**config.mk**
```make
export PLATFORM = sky130hd
export DESIGN_NAME = adc_axis_packer
export DESIGN_NICKNAME = d
export VERILOG_FILES = /design/src/rtl/adc_stream_pkg.sv /design/src/rtl/adc_word_fifo.sv /design/src/rtl/adc_axis_packer.sv
export SDC_FILE = /design/constraint.sdc
export NUM_CORES = 1
export LEC_CHECK = 0
export CORE_AREA = 2 2 193 195
export CTS_BUF_LIST = sky130_fd_sc_hd__clkbuf_16
export DETAILED_ROUTE_END_ITERATION = 8
export DIE_AREA = 0 0 195 197
export GPL_ROUTABILITY_DRIVEN = 0
export PLACE_DENSITY = 0.75
export SETUP_SLACK_MARGIN = 0.1
export SLEW_MARGIN = 20
export SYNTH_ARGS = -nofsm -noshare
export SYNTH_HDL_FRONTEND = slang
export SYNTH_SLANG_ARGS = --single-unit
```
**constraint.sdc**
```tcl
create_clock -name i_CMOS_Clk -period 3.8 [get_ports i_CMOS_Clk]
set_input_delay 0.57 -clock i_CMOS_Clk [delete_from_list [all_inputs] [get_ports i_CMOS_Clk]]
set_output_delay 0.57 -clock i_CMOS_Clk [all_outputs]
set_load 0.02 [all_outputs]
```
**src/rtl/adc_stream_pkg.sv**
```systemverilog
// Shared types and constants for the ADC-to-AXI4-Stream packing path.
package adc_stream_pkg;
  typedef enum logic [1:0] {
    IDLE  = 2'd0,
    LO    = 2'd1,
    HI    = 2'd2,
    DRAIN = 2'd3
  } state_t;

  localparam int         AXIS_W    = 32;
  localparam logic [3:0] KEEP_FULL = 4'hF;
  localparam logic [3:0] KEEP_HALF = 4'h3;
  localparam int         WCOUNT_W  = 17;
  localparam int         PAYLOAD_W = 1 + 4 + AXIS_W;
endpackage

```
**src/rtl/adc_word_fifo.sv**
```systemverilog
// Synchronous word FIFO with a registered output stage; occupancy counts the output register.
module adc_word_fifo #(
  parameter int DEPTH = 16,
  parameter int W     = 37
) (
  input  logic         i_clk,
  input  logic         i_rst,
  input  logic         i_wr,
  input  logic [W-1:0] i_wdata,
  input  logic         i_rd,
  output logic         o_full,
  output logic         o_empty,
  output logic         o_vld,
  output logic [W-1:0] o_data
);
  localparam int AW = $clog2(DEPTH);
  localparam int CW = AW + 1;

  logic [W-1:0]  r_mem [DEPTH];
  logic [AW-1:0] r_wptr;
  logic [AW-1:0] r_rptr;
  logic [CW-1:0] r_occ;
  logic          r_out_vld;
  logic [W-1:0]  r_out_data;

  logic          w_hs;
  logic          w_wr_acc;
  logic          w_mem_pop;
  logic [CW-1:0] w_mem_cnt;

  assign o_full    = (r_occ == CW'(DEPTH));
  assign o_empty   = (r_occ == '0);
  assign w_hs      = i_rd & r_out_vld;
  // A full FIFO still takes a write when the output word leaves in the same cycle.
  assign w_wr_acc  = i_wr & (~o_full | w_hs);
  assign w_mem_cnt = r_occ - CW'(r_out_vld);
  assign w_mem_pop = (w_mem_cnt != '0) & (~r_out_vld | w_hs);

  always_ff @(posedge i_clk) begin
    if (w_wr_acc) r_mem[r_wptr] <= i_wdata;
  end

  always_ff @(posedge i_clk) begin
    if (i_rst) begin
      r_wptr     <= '0;
      r_rptr     <= '0;
      r_occ      <= '0;
      r_out_vld  <= 1'b0;
      r_out_data <= '0;
    end else begin
      if (w_wr_acc) r_wptr <= r_wptr + AW'(1);
      if (w_mem_pop) begin
        r_out_data <= r_mem[r_rptr];
        r_out_vld  <= 1'b1;
        r_rptr     <= r_rptr + AW'(1);
      end else if (w_hs) begin
        r_out_vld <= 1'b0;
      end
      r_occ <= r_occ + CW'(w_wr_acc) - CW'(w_hs);
    end
  end

  assign o_vld  = r_out_vld;
  assign o_data = r_out_data;
endmodule

```
**src/rtl/adc_axis_packer.sv**
```systemverilog
// Packs pairs of ADC samples into 32-bit AXI4-Stream words through a small word FIFO.
// Optional ADC_DROP_COUNT_EN adds a saturating dropped-word counter output.
module adc_axis_packer
  import adc_stream_pkg::*;
#(
  parameter int FIFO_DEPTH = 16,
  parameter int SAMPLE_W   = 12
) (
  input  logic                i_CMOS_Clk,
  input  logic                i_Reset,
  input  logic                i_Start,
  input  logic [SAMPLE_W-1:0] i_Sample,
  input  logic                i_Sample_Valid,
  input  logic                i_Sample_Last,
  output logic [AXIS_W-1:0]   m_axis_tdata,
  output logic [3:0]          m_axis_tkeep,
  output logic                m_axis_tlast,
  output logic                m_axis_tvalid,
  input  logic                m_axis_tready,
  output logic                o_Frame_Done,
  output logic                o_Overflow,
  output logic [WCOUNT_W-1:0] o_Word_Count
`ifdef ADC_DROP_COUNT_EN
  ,
  output logic [15:0]         o_Drop_Count
`endif
);
  function automatic logic [15:0] zext16(input logic [SAMPLE_W-1:0] s);
    return 16'(s);
  endfunction

  function automatic logic [WCOUNT_W-1:0] sat_inc_wc(input logic [WCOUNT_W-1:0] v);
    return (&v) ? v : v + WCOUNT_W'(1);
  endfunction

  state_t                r_state;
  logic [SAMPLE_W-1:0]   r_lo;
  logic                  r_overflow;
  logic                  r_done;
  logic                  r_last_dropped;
  logic [WCOUNT_W-1:0]   r_wcount;

  logic                  w_wr;
  logic [PAYLOAD_W-1:0]  w_word;
  logic                  w_full;
  logic                  w_empty;
  logic                  w_hs;
  logic                  w_drop;
  logic [PAYLOAD_W-1:0]  w_out;

  always_comb begin
    w_wr   = 1'b0;
    w_word = '0;
    case (r_state)
      LO: if (i_Sample_Valid && i_Sample_Last) begin
        w_wr   = 1'b1;
        w_word = {1'b1, KEEP_HALF, 16'h0000, zext16(i_Sample)};
      end
      HI: if (i_Sample_Valid) begin
        w_wr   = 1'b1;
        w_word = {i_Sample_Last, KEEP_FULL, zext16(i_Sample), zext16(r_lo)};
      end
      default: ;
    endcase
  end

  assign w_hs   = m_axis_tvalid & m_axis_tready;
  assign w_drop = w_wr & w_full & ~w_hs;

  adc_word_fifo #(
    .DEPTH (FIFO_DEPTH),
    .W     (PAYLOAD_W)
  ) u_fifo (
    .i_clk   (i_CMOS_Clk),
    .i_rst   (i_Reset),
    .i_wr    (w_wr),
    .i_wdata (w_word),
    .i_rd    (m_axis_tready),
    .o_full  (w_full),
    .o_empty (w_empty),
    .o_vld   (m_axis_tvalid),
    .o_data  (w_out)
  );

  always_ff @(posedge i_CMOS_Clk) begin
    if (r_state == LO && i_Sample_Valid) r_lo <= i_Sample;
  end

  always_ff @(posedge i_CMOS_Clk) begin
    if (i_Reset) begin
      r_state        <= IDLE;
      r_overflow     <= 1'b0;
      r_done         <= 1'b0;
      r_last_dropped <= 1'b0;
      r_wcount       <= '0;
    end else begin
      r_done <= 1'b0;
      if (w_hs)   r_wcount   <= sat_inc_wc(r_wcount);
      if (w_drop) r_overflow <= 1'b1;
      case (r_state)
        IDLE: if (i_Start) begin
          r_overflow     <= 1'b0;
          r_wcount       <= '0;
          r_last_dropped <= 1'b0;
          r_state        <= LO;
        end
        LO: if (i_Sample_Valid) begin
          if (i_Sample_Last) begin
            r_last_dropped <= w_drop;
            r_state        <= DRAIN;
          end else begin
            r_state <= HI;
          end
        end
        HI: if (i_Sample_Valid) begin
          if (i_Sample_Last) begin
            r_last_dropped <= w_drop;
            r_state        <= DRAIN;
          end else begin
            r_state <= LO;
          end
        end
        DRAIN: begin
          // A frame whose tlast word was dropped can only finish by emptying out.
          if (r_last_dropped) begin
            if (w_empty) r_state <= IDLE;
          end else if (w_hs && m_axis_tlast) begin
            r_done  <= 1'b1;
            r_state <= IDLE;
          end
        end
        default: r_state <= IDLE;
      endcase
    end
  end

`ifdef ADC_DROP_COUNT_EN
  logic [15:0] r_drop_cnt;

  function automatic logic [15:0] sat_inc16(input logic [15:0] v);
    return (&v) ? v : v + 16'd1;
  endfunction

  always_ff @(posedge i_CMOS_Clk) begin
    if (i_Reset) begin
      r_drop_cnt <= '0;
    end else if (r_state == IDLE && i_Start) begin
      r_drop_cnt <= '0;
    end else if (w_drop) begin
      r_drop_cnt <= sat_inc16(r_drop_cnt);
    end
  end

  assign o_Drop_Count = r_drop_cnt;
`endif

  assign m_axis_tdata = w_out[AXIS_W-1:0];
  assign m_axis_tkeep = w_out[AXIS_W+3:AXIS_W];
  assign m_axis_tlast = w_out[AXIS_W+4];
  assign o_Frame_Done = r_done;
  assign o_Overflow   = r_overflow;
  assign o_Word_Count = r_wcount;
endmodule

```
==> run summary, run 1 <==
GLOBAL ROUTING
--------------------------------------------------------------------------------------------------------
Leftover overflow at the end of global routing                                                         0
First-pass GRT wire length                                                                       64.6 mm
Maximum number of pins on one net before global-route repair                                          38
Total track usage                                                                                  0.229
Number of global-route vias before repair                                                          10200
Antenna violations before repair                                                                       0

CLOCK NETWORK
--------------------------------------------------------------------------------------------------------
CTS sink cnt                                                                                         507
CTS hold repair buffers                                                                                0
Post-CTS clock slew at the launch and capture registers of the worst setup and hold paths          60 ps
Post-cts resize count                                                                                  0
Clock tree from TritonCTS                                                                          built
Number of clock buffers inserted by TritonCTS                                                         50
Clock latency at the later pin of the worst-skew pair                                             570 ps
Maximum root-to-sink buffer count                                                                      3
CTS HTree Levels                                                                                       2
Root Buffer Master                                                                          sky130_fd_sc_hd__clkbuf_16
Post-CTS Repair Setup Buffers                                                                          0

FLOORPLANNING
--------------------------------------------------------------------------------------------------------
IO Count                                                                                              75
Placement row count                                                                                   70
Die span in y                                                                                     197 µm
Die X-Extent                                                                                      195 µm
Initial Utilization                                                                                0.543
Total Die Area                                                                                 38400 µm²
Core area                                                                                      36300 µm²

STA
--------------------------------------------------------------------------------------------------------
Final hold violation count                                                                             0
Worst-margin pin slew                                                                            1010 ps
Setup repair after global routing missed its margin                                                false
Tmin final                                                                                       2930 ps
Slew Limit Headroom                                                                                0.325
Clk_skew                                                                                         31.2 ps
Number of pins exceeding their max-slew limit in the final report                                      0
Accumulated negative setup slack                                                                    0 ps
Maximum clock frequency                                                                        0.341 GHz
Final worst setup slack                                                                           865 ps
Final Setup Violations                                                                                 0
Fin crit share                                                                                     0.772

HOLD PATH
--------------------------------------------------------------------------------------------------------
Min-delay src                                                                               o_Overflow$_SDFF_PP0_
Worst hold path type                                                                        flop to flop

PLACE
--------------------------------------------------------------------------------------------------------
Detailed placement HPWL                                                                          25.8 mm
Worst slack at placement                                                                          504 ps
Buffers added on ports                                                                                66
Placed Cells                                                                                        1546

ROUTING
--------------------------------------------------------------------------------------------------------
Remaining routing DRC violations                                                                       0
Average vias per placed instance                                                                    6.20
Final ANT Viol Nets                                                                                    0
DR vias                                                                                            10200
Total Routed Length                                                                              43.4 mm
Number of search-and-repair iterations in the first detailed-routing pass                              5
Drt first-iter violations                                                                            925
Final routed wire length divided by cell count                                                   26.4 µm

LOGIC SYNTHESIS
--------------------------------------------------------------------------------------------------------
Sequential share of the synthesized area                                                           0.741
Cell type with the highest aggregate area in the netlist                                    sky130_fd_sc_hd__edfxtp_1
Fraction of synthesized cell area taken by the top area cell type                                  0.677
Post-Synthesis Cells                                                                                1028
Most used DFF post-synth                                                                    sky130_fd_sc_hd__edfxtp_1
Post-synth EDFFs                                                                                     444
Number of library cell types mapped by synthesis                                                      55
Leading post-synthesis cells by cell area                                                   sky130_fd_sc_hd__edfxtp_1 (68%), sky130_fd_sc_hd__mux4_2 (12%), sky130_fd_sc_hd__dfxtp_1 (6.4%), sky130_fd_sc_hd__a22oi_1 (2.1%), sky130_fd_sc_hd__a22o_1 (1.7%)
Post-synthesis async set-or-reset flop share                                                           0
Number of warnings printed during yosys synthesis                                                      0
Number of flip-flops and latches in the synthesized netlist                                          507
Mean instance size in the synthesized netlist                                                   19.2 µm²
Area of the mapped netlist                                                                     19700 µm²

WORST SETUP PATH
--------------------------------------------------------------------------------------------------------
Data arrival time of the critical path                                                           3430 ps
Critical Path Source                                                                        u_fifo.r_occ[2]$_SDFF_PP0_
Crit. End Element                                                                                   flop
Category of the worst setup path launch point                                                       flop
Crit path kind                                                                              flop to flop
CP max FO                                                                                              5
Source of the worst register-to-register timing path                                        u_fifo.r_occ[2]$_SDFF_PP0_
Required time at the worst-slack endpoint                                                        4290 ps

FINISH
--------------------------------------------------------------------------------------------------------
Fill cells                                                                                          2458
Synthesis-to-finish area growth                                                                    16.2%
Number of antenna repair diodes                                                                        0
Layout cell share with drive strength beyond 1                                                     0.210
Final cell count without fillers                                                                    1640
Count of nets after finishing                                                                       1169

STATUS
--------------------------------------------------------------------------------------------------------
Status                                                                                      finished, final reports clean

POWER
--------------------------------------------------------------------------------------------------------
Total power                                                                                      14.7 mW
Leakage power                                                                                    7.37 nW
Power density over the cells                                                                  645 nW/µm²
Maximum ir drop on the vdd rail                                                                 0.379 mV

FLOW RUN
--------------------------------------------------------------------------------------------------------
Maximum Capacitance Violations                                                                         0

[synthesized netlist by cell type (2+ instances only)]
master,instances
sky130_fd_sc_hd__ha_1,20
sky130_fd_sc_hd__xnor2_1,14
sky130_fd_sc_hd__nor3b_1,4
sky130_fd_sc_hd__and4_1,3
sky130_fd_sc_hd__buf_2,13
sky130_fd_sc_hd__a211oi_1,2
sky130_fd_sc_hd__nor4_1,3
sky130_fd_sc_hd__a22oi_1,54
sky130_fd_sc_hd__a311oi_1,2
sky130_fd_sc_hd__nor2_1,52
sky130_fd_sc_hd__nor3_1,7
sky130_fd_sc_hd__a22o_1,39
sky130_fd_sc_hd__buf_1,2
sky130_fd_sc_hd__inv_1,13
sky130_fd_sc_hd__and3_1,3
sky130_fd_sc_hd__dfxtp_1,63
sky130_fd_sc_hd__buf_4,10
sky130_fd_sc_hd__o21ai_0,3
sky130_fd_sc_hd__buf_6,3
sky130_fd_sc_hd__xor2_1,8
sky130_fd_sc_hd__or4b_1,2
sky130_fd_sc_hd__a21oi_1,13
sky130_fd_sc_hd__nor2b_1,6
sky130_fd_sc_hd__edfxtp_1,444
sky130_fd_sc_hd__nand3_1,9
sky130_fd_sc_hd__nand4_1,6
sky130_fd_sc_hd__mux4_2,108
sky130_fd_sc_hd__nand2_1,42
sky130_fd_sc_hd__clkbuf_1,32
sky130_fd_sc_hd__and2_1,15
sky130_fd_sc_hd__nand2b_1,6
sky130_fd_sc_hd__mux2i_1,3
sky130_fd_sc_hd__nand3b_1,2
[cell type report]
cell class	count	area [µm²]	share of cell area
flip-flops and latches	507	14600	0.638
multi-input cells	454	4920	0.215
clock inverters	44	439	0.0192
clock buffers	50	1250	0.0547
inverters	14	52.6	0.00230
well taps	468	586	0.0256
repair buffers	103	1030	0.0449
[state kept, by name (all words and copies together), names as in the netlist]
signal and count:
u_fifo.o_vld 1, o_Frame_Done 1, u_fifo.r_mem 432, u_fifo.o_data 27
r_last_dropped 1, o_Overflow 1, u_fifo.r_occ 5, u_fifo.r_wptr 4
u_fifo.r_rptr 4, r_lo 12, r_state 2, o_Word_Count 17
[critical path, stage by stage (launching register included)]
cell and delay (ps):
sky130_fd_sc_hd__dfxtp_1 340, sky130_fd_sc_hd__inv_1 120, sky130_fd_sc_hd__ha_1 190, sky130_fd_sc_hd__nor3b_1 390
sky130_fd_sc_hd__a311oi_2 270, sky130_fd_sc_hd__buf_4 230, sky130_fd_sc_hd__ha_1 220, sky130_fd_sc_hd__fa_1 440
sky130_fd_sc_hd__a21oi_1 140, sky130_fd_sc_hd__nor2_1 60, sky130_fd_sc_hd__or3_1 340, sky130_fd_sc_hd__a21oi_1 130
[per-layer routing]
layer / global-route usage / share of wire / up-vias
li1: - / - / 4359
met2: 0.389 / 0.51 / 433
met3: 0.0318 / 0.062 / 64
met5: 0 / 0 / -
met4: 0.0746 / 0.025 / 0
met1: 0.311 / 0.40 / 5312
[cell families (layout without fill, tap and decap cells)]
kind of cell,after synthesis,in the layout,synth area share
flip-flops,507,507,0.741
other,1,8,0.000190
AO/OA/AOI/OAI,125,125,0.0497
multiplexers,112,112,0.126
XOR/XNOR,22,22,0.00978
buffers and inverters,74,211,0.0180
adder cells (fa/ha/maj),21,21,0.0137
AND/OR/NAND/NOR,166,166,0.0419
[cells in the final DEF, fill, tap and decap left out, drive strengths merged, types with 4 or more instances in the layout]
master / n
conb: 8
clkdlybuf4s50: 66
xnor2: 14
buf: 37
bufinv: 9
nor3b: 4
dfxtp: 63
and2: 15
xor2: 8
a22o: 39
nand2: 42
clkbuf: 50
edfxtp: 444
mux4: 108
nand2b: 6
o21ai: 4
clkinv: 17
nor2: 53
ha: 20
nand3: 9
nor3: 8
nand4: 6
nor2b: 7
a22oi: 54
inv: 31
a21oi: 13
[through the flow]
| stage | instance area [µm²] | hold slack (ps) | utilization |
|---|---|---|---|
| 2_1_floorplan | 19700 | 474 | - |
| 3_3_place_gp | 21200 | 461 | 0.584 |
| 3_5_place_dp | 21200 | 464 | 0.584 |
| 4_1_cts | 22900 | 482 | 0.631 |
| 5_1_grt | 22900 | 499 | 0.631 |
| 6_report | 22900 | 475 | 0.631 |
[report_power, final]
group	leakage, nW	internal, mW	switching [mW]
sequential	4.53	6.34	0.235
combinational	1.95	1.46	1.69
clock	0.886	3.00	2.02
[final timing paths]
kind	to	slack, ps	depth (start not counted)
max	u_fifo.r_occ[4]$_SDFF_PP0_	870	11
min reg2reg	o_Overflow$_SDFF_PP0_	480	2
min	o_Overflow$_SDFF_PP0_	480	2
max reg2reg	u_fifo.r_occ[4]$_SDFF_PP0_	870	11
(Power assumes the default switching activity.)
==> inputs of run 2 (changes only) <==
--- a/config.mk
+++ b/config.mk
@@ -5,12 +5,12 @@
 export SDC_FILE = /design/constraint.sdc
 export NUM_CORES = 1
 export LEC_CHECK = 0
-export CORE_AREA = 2 2 193 195
+export CORE_AREA = 2 2 185 187
 export CTS_BUF_LIST = sky130_fd_sc_hd__clkbuf_16
 export DETAILED_ROUTE_END_ITERATION = 8
-export DIE_AREA = 0 0 195 197
+export DIE_AREA = 0 0 187 189
 export GPL_ROUTABILITY_DRIVEN = 0
-export PLACE_DENSITY = 0.75
+export PLACE_DENSITY = 0.78
 export SETUP_SLACK_MARGIN = 0.1
 export SLEW_MARGIN = 20
 export SYNTH_ARGS = -nofsm -noshare
==> constraint.sdc (replaced) <==
create_clock -name i_CMOS_Clk -period 2.75 [get_ports i_CMOS_Clk]
set_input_delay 0.4125 -clock i_CMOS_Clk [delete_from_list [all_inputs] [get_ports i_CMOS_Clk]]
set_output_delay 0.4125 -clock i_CMOS_Clk [all_outputs]
set_load 0.02 [all_outputs]
==> run 2 against run 1 <==
  * Total power grew 37%
  * Count of clock-buffer cells in the layout shrank 1
  * Via count grew 0.96%
  * Worst setup slack lost 590 ps
  * First-iteration DRC count grew 3.7%
  * Die area shrank 8.0%
==> run summary, run 2 (synthesis results as in run 1) <==
STATUS
--------------------------------------------------------------------------------------------------------
Status                                                                                      finished, final reports clean

STA
--------------------------------------------------------------------------------------------------------
Maximum clock frequency                                                                        0.404 GHz
Fin crit share                                                                                     0.901
Tmin final                                                                                       2480 ps
Final worst setup slack                                                                           272 ps
Worst-margin pin slew                                                                             997 ps
Accumulated negative setup slack                                                                    0 ps
Clk_skew                                                                                         14.2 ps
Final hold violation count                                                                             0
Worst Hold Slack                                                                                  477 ps
Setup repair after global routing missed its margin                                                false
Slew Limit Headroom                                                                                0.334
Final Setup Violations                                                                                 0
Number of pins exceeding their max-slew limit in the final report                                      0

WORST SETUP PATH
--------------------------------------------------------------------------------------------------------
Crit path kind                                                                              flop to flop
Category of the worst setup path launch point                                                       flop
Worst reg2reg path depth                                                                               7
Data arrival time of the critical path                                                           2970 ps
Worst reg-to-reg setup slack                                                                      270 ps
CP max FO                                                                                             27
Worst r2r dst                                                                               u_fifo.o_data[35]$_SDFFE_PP0P_
Required time at the worst-slack endpoint                                                        3240 ps
Source of the worst register-to-register timing path                                        u_fifo.r_occ[1]$_SDFF_PP0_
Crit. End Element                                                                                   flop

FINISH
--------------------------------------------------------------------------------------------------------
Layout cell share with drive strength beyond 1                                                     0.249
Final cell count without fillers                                                                    1662
Number of antenna repair diodes                                                                        0
Register with the most flip-flops                                                           u_fifo.r_mem
Commonest non-fill, non-tap cell in the layout                                              sky130_fd_sc_hd__edfxtp_1
Most frequent cells in the layout                                                           sky130_fd_sc_hd__edfxtp_1 (444), sky130_fd_sc_hd__mux4_2 (108), sky130_fd_sc_hd__clkdlybuf4s50_1 (66)
Synthesis-to-finish area growth                                                                    18.5%
Number of flip-flops in the largest register                                                         432
Count of nets after finishing                                                                       1215
Fill cells                                                                                          2022

GLOBAL ROUTING
--------------------------------------------------------------------------------------------------------
First-pass GRT wire length                                                                       66.0 mm
Leftover overflow at the end of global routing                                                         0
Antenna violations before repair                                                                       0
Number of global-route vias before repair                                                          10700
Total track usage                                                                                  0.252
Maximum number of pins on one net before global-route repair                                          42

ROUTING
--------------------------------------------------------------------------------------------------------
Total Routed Length                                                                              43.5 mm
DR vias                                                                                            10300
Final routed wire length divided by cell count                                                   26.2 µm
Final ANT Viol Nets                                                                                    0
Drt first-iter violations                                                                            959
Remaining routing DRC violations                                                                       0
Number of search-and-repair iterations in the first detailed-routing pass                              5
Average vias per placed instance                                                                    6.18

HOLD PATH
--------------------------------------------------------------------------------------------------------
Worst hold path type                                                                        flop to flop
Terminating pin of the worst hold path                                                      u_fifo.o_data[16]$_SDFFE_PP0P_
Number of cells traversed by the worst hold path                                                       1
Min-delay src                                                                               u_fifo.o_data[16]$_SDFFE_PP0P_

POWER
--------------------------------------------------------------------------------------------------------
Total power                                                                                      20.2 mW
Maximum ir drop on the vdd rail                                                                 0.681 mV
Leakage power                                                                                    7.59 nW
Power density over the cells                                                                  867 nW/µm²

PLACE
--------------------------------------------------------------------------------------------------------
Detailed placement HPWL                                                                          26.2 mm
Placed Cells                                                                                        1571
Buffers added on ports                                                                                66
Worst slack at placement                                                                         29.0 ps

FLOW RUN
--------------------------------------------------------------------------------------------------------
Maximum Capacitance Violations                                                                         0

CLOCK NETWORK
--------------------------------------------------------------------------------------------------------
Post-CTS clock slew at the launch and capture registers of the worst setup and hold paths          60 ps
CTS sink cnt                                                                                         507
CTS HTree Levels                                                                                       2
Clock tree from TritonCTS                                                                          built
Maximum root-to-sink buffer count                                                                      3
Root Buffer Master                                                                          sky130_fd_sc_hd__clkbuf_16
Number of clock buffers inserted by TritonCTS                                                         48
Clock latency at the later pin of the worst-skew pair                                             560 ps
CTS hold repair buffers                                                                                0

FLOORPLANNING
--------------------------------------------------------------------------------------------------------
IO Count                                                                                              75
Core area                                                                                      33300 µm²
Placement row count                                                                                   67
Total Die Area                                                                                 35300 µm²
Die X-Extent                                                                                      187 µm
Die span in y                                                                                     189 µm
Initial Utilization                                                                                0.592

[run 2: cell type report]
type,instances,area (µm²),area share
clock inverter,39,358,0.0153
clock buffer,49,1230,0.0525
inverter,14,52.6,0.00225
timing repair buffer,151,1590,0.0680
multi-input combinational,454,4950,0.212
tap,448,561,0.0240
sequential,507,14600,0.626
[run 2: power breakdown]
group	total, mW	switching, mW	internal, mW	leakage, nW
clock	6.66	2.77	3.89	0.803
sequential	9.03	0.269	8.76	4.54
combinational	4.54	2.41	2.13	2.25
[run 2: worst max-delay path, cell delays in order, from the launching register on]
cell	delay, ps
sky130_fd_sc_hd__dfxtp_1	440
sky130_fd_sc_hd__inv_1	140
sky130_fd_sc_hd__ha_1	230
sky130_fd_sc_hd__xor2_1	180
sky130_fd_sc_hd__o22ai_2	140
sky130_fd_sc_hd__a31oi_4	150
sky130_fd_sc_hd__nor2b_4	830
sky130_fd_sc_hd__a22o_1	280
[run 2: timing repair]
item / 4_1_cts / 5_1_grt
endpoints found under the setup margin: 28 / 345
cloned: 0 / 0
resized for setup: 1 / 11
buffers inserted: 0 / 3
pin swaps: 1 / 2
[run 2: per-layer routing]
layer | vias up | share of wire | global-route usage
met5 | - | 0 | 0
met4 | 0 | 0.033 | 0.0916
met3 | 86 | 0.055 | 0.0378
met2 | 376 | 0.53 | 0.447
met1 | 5355 | 0.38 | 0.320
li1 | 4449 | - | -
[run 2: worst max path at each step]
stage               cells after the start                        from                             end  slack (ps)
CTS                                     9  u_fifo.r_occ[3]$_SDFF_PP0_    u_fifo.r_mem[6][7]$_DFFE_PP_         120
global route                           12  u_fifo.r_occ[2]$_SDFF_PP0_      u_fifo.r_occ[4]$_SDFF_PP0_         100
global placement                       11               m_axis_tready      u_fifo.r_occ[4]$_SDFF_PP0_          40
finish                                  7  u_fifo.r_occ[1]$_SDFF_PP0_  u_fifo.o_data[35]$_SDFFE_PP0P_         270
floorplan                               6     r_state[0]$_SDFFE_PP0P_    u_fifo.r_mem[4][0]$_DFFE_PP_          40
detailed placement                     11               m_axis_tready      u_fifo.r_occ[4]$_SDFF_PP0_          30
[run 2: metrics by stage]
step	instance area, µm²	utilization
CTS	23300	0.700
finish	23300	0.701
detailed placement	21700	0.652
global placement	21700	0.652
floorplan	19800	-
global route	23300	0.701
==> inputs of run 3 (changes only) <==
--- a/config.mk
+++ b/config.mk
@@ -5,13 +5,15 @@
 export SDC_FILE = /design/constraint.sdc
 export NUM_CORES = 1
 export LEC_CHECK = 0
-export CORE_AREA = 2 2 185 187
+export CORE_AREA = 4 4 187 189
 export CTS_BUF_LIST = sky130_fd_sc_hd__clkbuf_16
+export CTS_CLUSTER_DIAMETER = 30
 export DETAILED_ROUTE_END_ITERATION = 8
-export DIE_AREA = 0 0 187 189
+export DIE_AREA = 0 0 191 193
 export GPL_ROUTABILITY_DRIVEN = 0
 export PLACE_DENSITY = 0.78
 export SETUP_SLACK_MARGIN = 0.1
+export SKIP_LAST_GASP = 1
 export SLEW_MARGIN = 20
 export SYNTH_ARGS = -nofsm -noshare
 export SYNTH_HDL_FRONTEND = slang
==> run 3 against run 2 <==
  * Cell area up 7.5%
  * Via count up 7.4%
  * Clock power up 70%
  * Total power up 24%
  * Final cell count up 5.3%
  * Critical endpoint is now u_fifo.r_occ[4]$_SDFF_PP0_
  * Highest routed layer unchanged
  * Flip-flop and latch count unchanged
  * Worst hold slack worse by 29 ps
  * Count of clock-buffer cells in the layout up 48
==> run summary, run 3 (synthesis results as in run 1) <==
POWER
--------------------------------------------------------------------------------------------------------
Maximum ir drop on the vdd rail                                                                 0.682 mV
Total power                                                                                      25.1 mW
Leakage power                                                                                    8.38 nW
Power density over the cells                                                                  999 nW/µm²

STA
--------------------------------------------------------------------------------------------------------
Worst Hold Slack                                                                                  447 ps
Fin crit share                                                                                     0.957
Slew Limit Headroom                                                                                0.508
Clk_skew                                                                                         20.6 ps
Final Setup Violations                                                                                 0
Tmin final                                                                                       2630 ps
Final hold violation count                                                                             0
Maximum clock frequency                                                                        0.380 GHz
Number of pins exceeding their max-slew limit in the final report                                      0
Worst-margin pin slew                                                                             737 ps
Setup repair after global routing missed its margin                                                 true

WORST SETUP PATH
--------------------------------------------------------------------------------------------------------
Worst reg2reg path depth                                                                              11
Worst reg-to-reg setup slack                                                                      120 ps
Crit. End Element                                                                                   flop
Source of the worst register-to-register timing path                                        r_state[0]$_SDFFE_PP0P_
Critical Path Source                                                                        r_state[0]$_SDFFE_PP0P_
Worst setup path endpoint                                                                   u_fifo.r_occ[4]$_SDFF_PP0_
Category of the worst setup path launch point                                                       flop
Worst r2r dst                                                                               u_fifo.r_occ[4]$_SDFF_PP0_
CP max FO                                                                                              8
Required time at the worst-slack endpoint                                                        3260 ps
Data arrival time of the critical path                                                           3150 ps
Crit path kind                                                                              flop to flop

CLOCK NETWORK
--------------------------------------------------------------------------------------------------------
CTS sink cnt                                                                                         507
Clock tree from TritonCTS                                                                          built
Root Buffer Master                                                                          sky130_fd_sc_hd__clkbuf_16
Post-CTS clock slew at the launch and capture registers of the worst setup and hold paths          50 ps
Clock latency at the later pin of the worst-skew pair                                             600 ps
Maximum root-to-sink buffer count                                                                      3
Number of clock buffers inserted by TritonCTS                                                         91
CTS HTree Levels                                                                                       3

FINISH
--------------------------------------------------------------------------------------------------------
Commonest non-fill, non-tap cell in the layout                                              sky130_fd_sc_hd__edfxtp_1
Count of nets after finishing                                                                       1264
Fill cells                                                                                          1773
Synthesis-to-finish area growth                                                                    27.5%
Number of antenna repair diodes                                                                        0
Layout cell share with drive strength beyond 1                                                     0.298
Most frequent cells in the layout                                                           sky130_fd_sc_hd__edfxtp_1 (444), sky130_fd_sc_hd__mux4_2 (108), sky130_fd_sc_hd__clkbuf_16 (97)
Number of flip-flops in the largest register                                                         432
Register with the most flip-flops                                                           u_fifo.r_mem

ROUTING
--------------------------------------------------------------------------------------------------------
Total Routed Length                                                                              49.0 mm
Number of search-and-repair iterations in the first detailed-routing pass                              5
Remaining routing DRC violations                                                                       0
Final ANT Viol Nets                                                                                    0
Average vias per placed instance                                                                    6.30
Drt first-iter violations                                                                           1171
DR vias                                                                                            11000
Final routed wire length divided by cell count                                                   28.0 µm

FLOORPLANNING
--------------------------------------------------------------------------------------------------------
Placement row count                                                                                   67
Initial Utilization                                                                                0.592
Total Die Area                                                                                 36900 µm²
IO Count                                                                                              75
Die span in y                                                                                     193 µm
Core area                                                                                      33300 µm²
Die X-Extent                                                                                      191 µm

GLOBAL ROUTING
--------------------------------------------------------------------------------------------------------
Maximum number of pins on one net before global-route repair                                          50
Antenna violations before repair                                                                       0
Number of global-route vias before repair                                                          11600
First-pass GRT wire length                                                                       73.6 mm
Leftover overflow at the end of global routing                                                         0
Total track usage                                                                                  0.275

STATUS
--------------------------------------------------------------------------------------------------------
Status                                                                                      finished, final reports clean

PLACE
--------------------------------------------------------------------------------------------------------
Detailed placement HPWL                                                                          26.4 mm
Buffers added on ports                                                                                66

HOLD PATH
--------------------------------------------------------------------------------------------------------
Worst hold path type                                                                        input port to flop

FLOW RUN
--------------------------------------------------------------------------------------------------------
Maximum Capacitance Violations                                                                         0

-- run 3: critical path: stages (launching register included) --
cell and delay, ps:
sky130_fd_sc_hd__dfxtp_2 370, sky130_fd_sc_hd__inv_1 100, sky130_fd_sc_hd__ha_1 360, sky130_fd_sc_hd__nand2_1 180, sky130_fd_sc_hd__a311oi_4 60, sky130_fd_sc_hd__buf_12 170, sky130_fd_sc_hd__ha_2 190, sky130_fd_sc_hd__fa_1 410
sky130_fd_sc_hd__a21oi_1 160, sky130_fd_sc_hd__nor2_1 80, sky130_fd_sc_hd__or3_1 340, sky130_fd_sc_hd__a21oi_1 130
-- run 3: stage by stage --
step	worst slack [ps]	TNS, ps	cells	utilization	cell area, µm²
2_1_floorplan	37.9	0	1035	-	19800
3_3_place_gp	-20.7	-20.7	1573	0.656	21800
3_5_place_dp	-44.0	-98.0	1573	0.656	21800
4_1_cts	37.0	0	1745	0.752	25000
5_1_grt	-22.7	-22.7	1750	0.754	25100
6_report	117	0	1750	0.754	25100
-- run 3: layer usage --
layer / GRT usage / up-vias / wire length (µm)
met5: 0 / - / 0
met4: 0.100 / 0 / 1740
met3: 0.0679 / 108 / 4040
met2: 0.466 / 614 / 25400
met1: 0.352 / 5709 / 17800
li1: - / 4594 / -
-- run 3: area by class of cell --
type | count | area (µm²) | area share
clock inverter | 73 | 722 | 0.0288
clock buffer | 97 | 2430 | 0.0967
multi-input combinational | 455 | 4960 | 0.198
timing repair buffer | 156 | 1770 | 0.0707
inverter | 14 | 52.6 | 0.00209
sequential | 507 | 14600 | 0.582
tap | 448 | 561 | 0.0223
-- run 3: report_power, final --
part / internal (mW) / leakage (nW) / total [mW] / switching, mW
Combinational: 2.19 / 2.33 / 4.75 / 2.56
Clock: 7.38 / 1.51 / 11.3 / 3.92
Sequential: 8.78 / 4.54 / 9.03 / 0.248
Total: 18.4 / 8.38 / 25.1 / 6.73
-- run 3: how the worst min path moves through the flow --
stage / startpoint / to / slack (ps) / cells past startpoint
floorplan: r_last_dropped$_SDFFE_PP0P_ / r_last_dropped$_SDFFE_PP0P_ / 470 / 2
global placement: u_fifo.o_data[11]$_SDFFE_PP0P_ / u_fifo.o_data[11]$_SDFFE_PP0P_ / 460 / 1
detailed placement: u_fifo.o_data[16]$_SDFFE_PP0P_ / u_fifo.o_data[16]$_SDFFE_PP0P_ / 460 / 1
CTS: i_Sample[4] / r_lo[4]$_DFFE_PP_ / 430 / 1
global route: i_Sample[4] / r_lo[4]$_DFFE_PP_ / 440 / 1
finish: i_Sample[4] / r_lo[4]$_DFFE_PP_ / 450 / 1
-- run 3: repair_timing --
item                       4_1_cts  5_1_grt
pin swaps                        2        2
setup endpoints to repair      111      408
gates cloned                     1        0
gates resized for setup          4        6
hold buffers                     0        0
setup buffers                    1        5
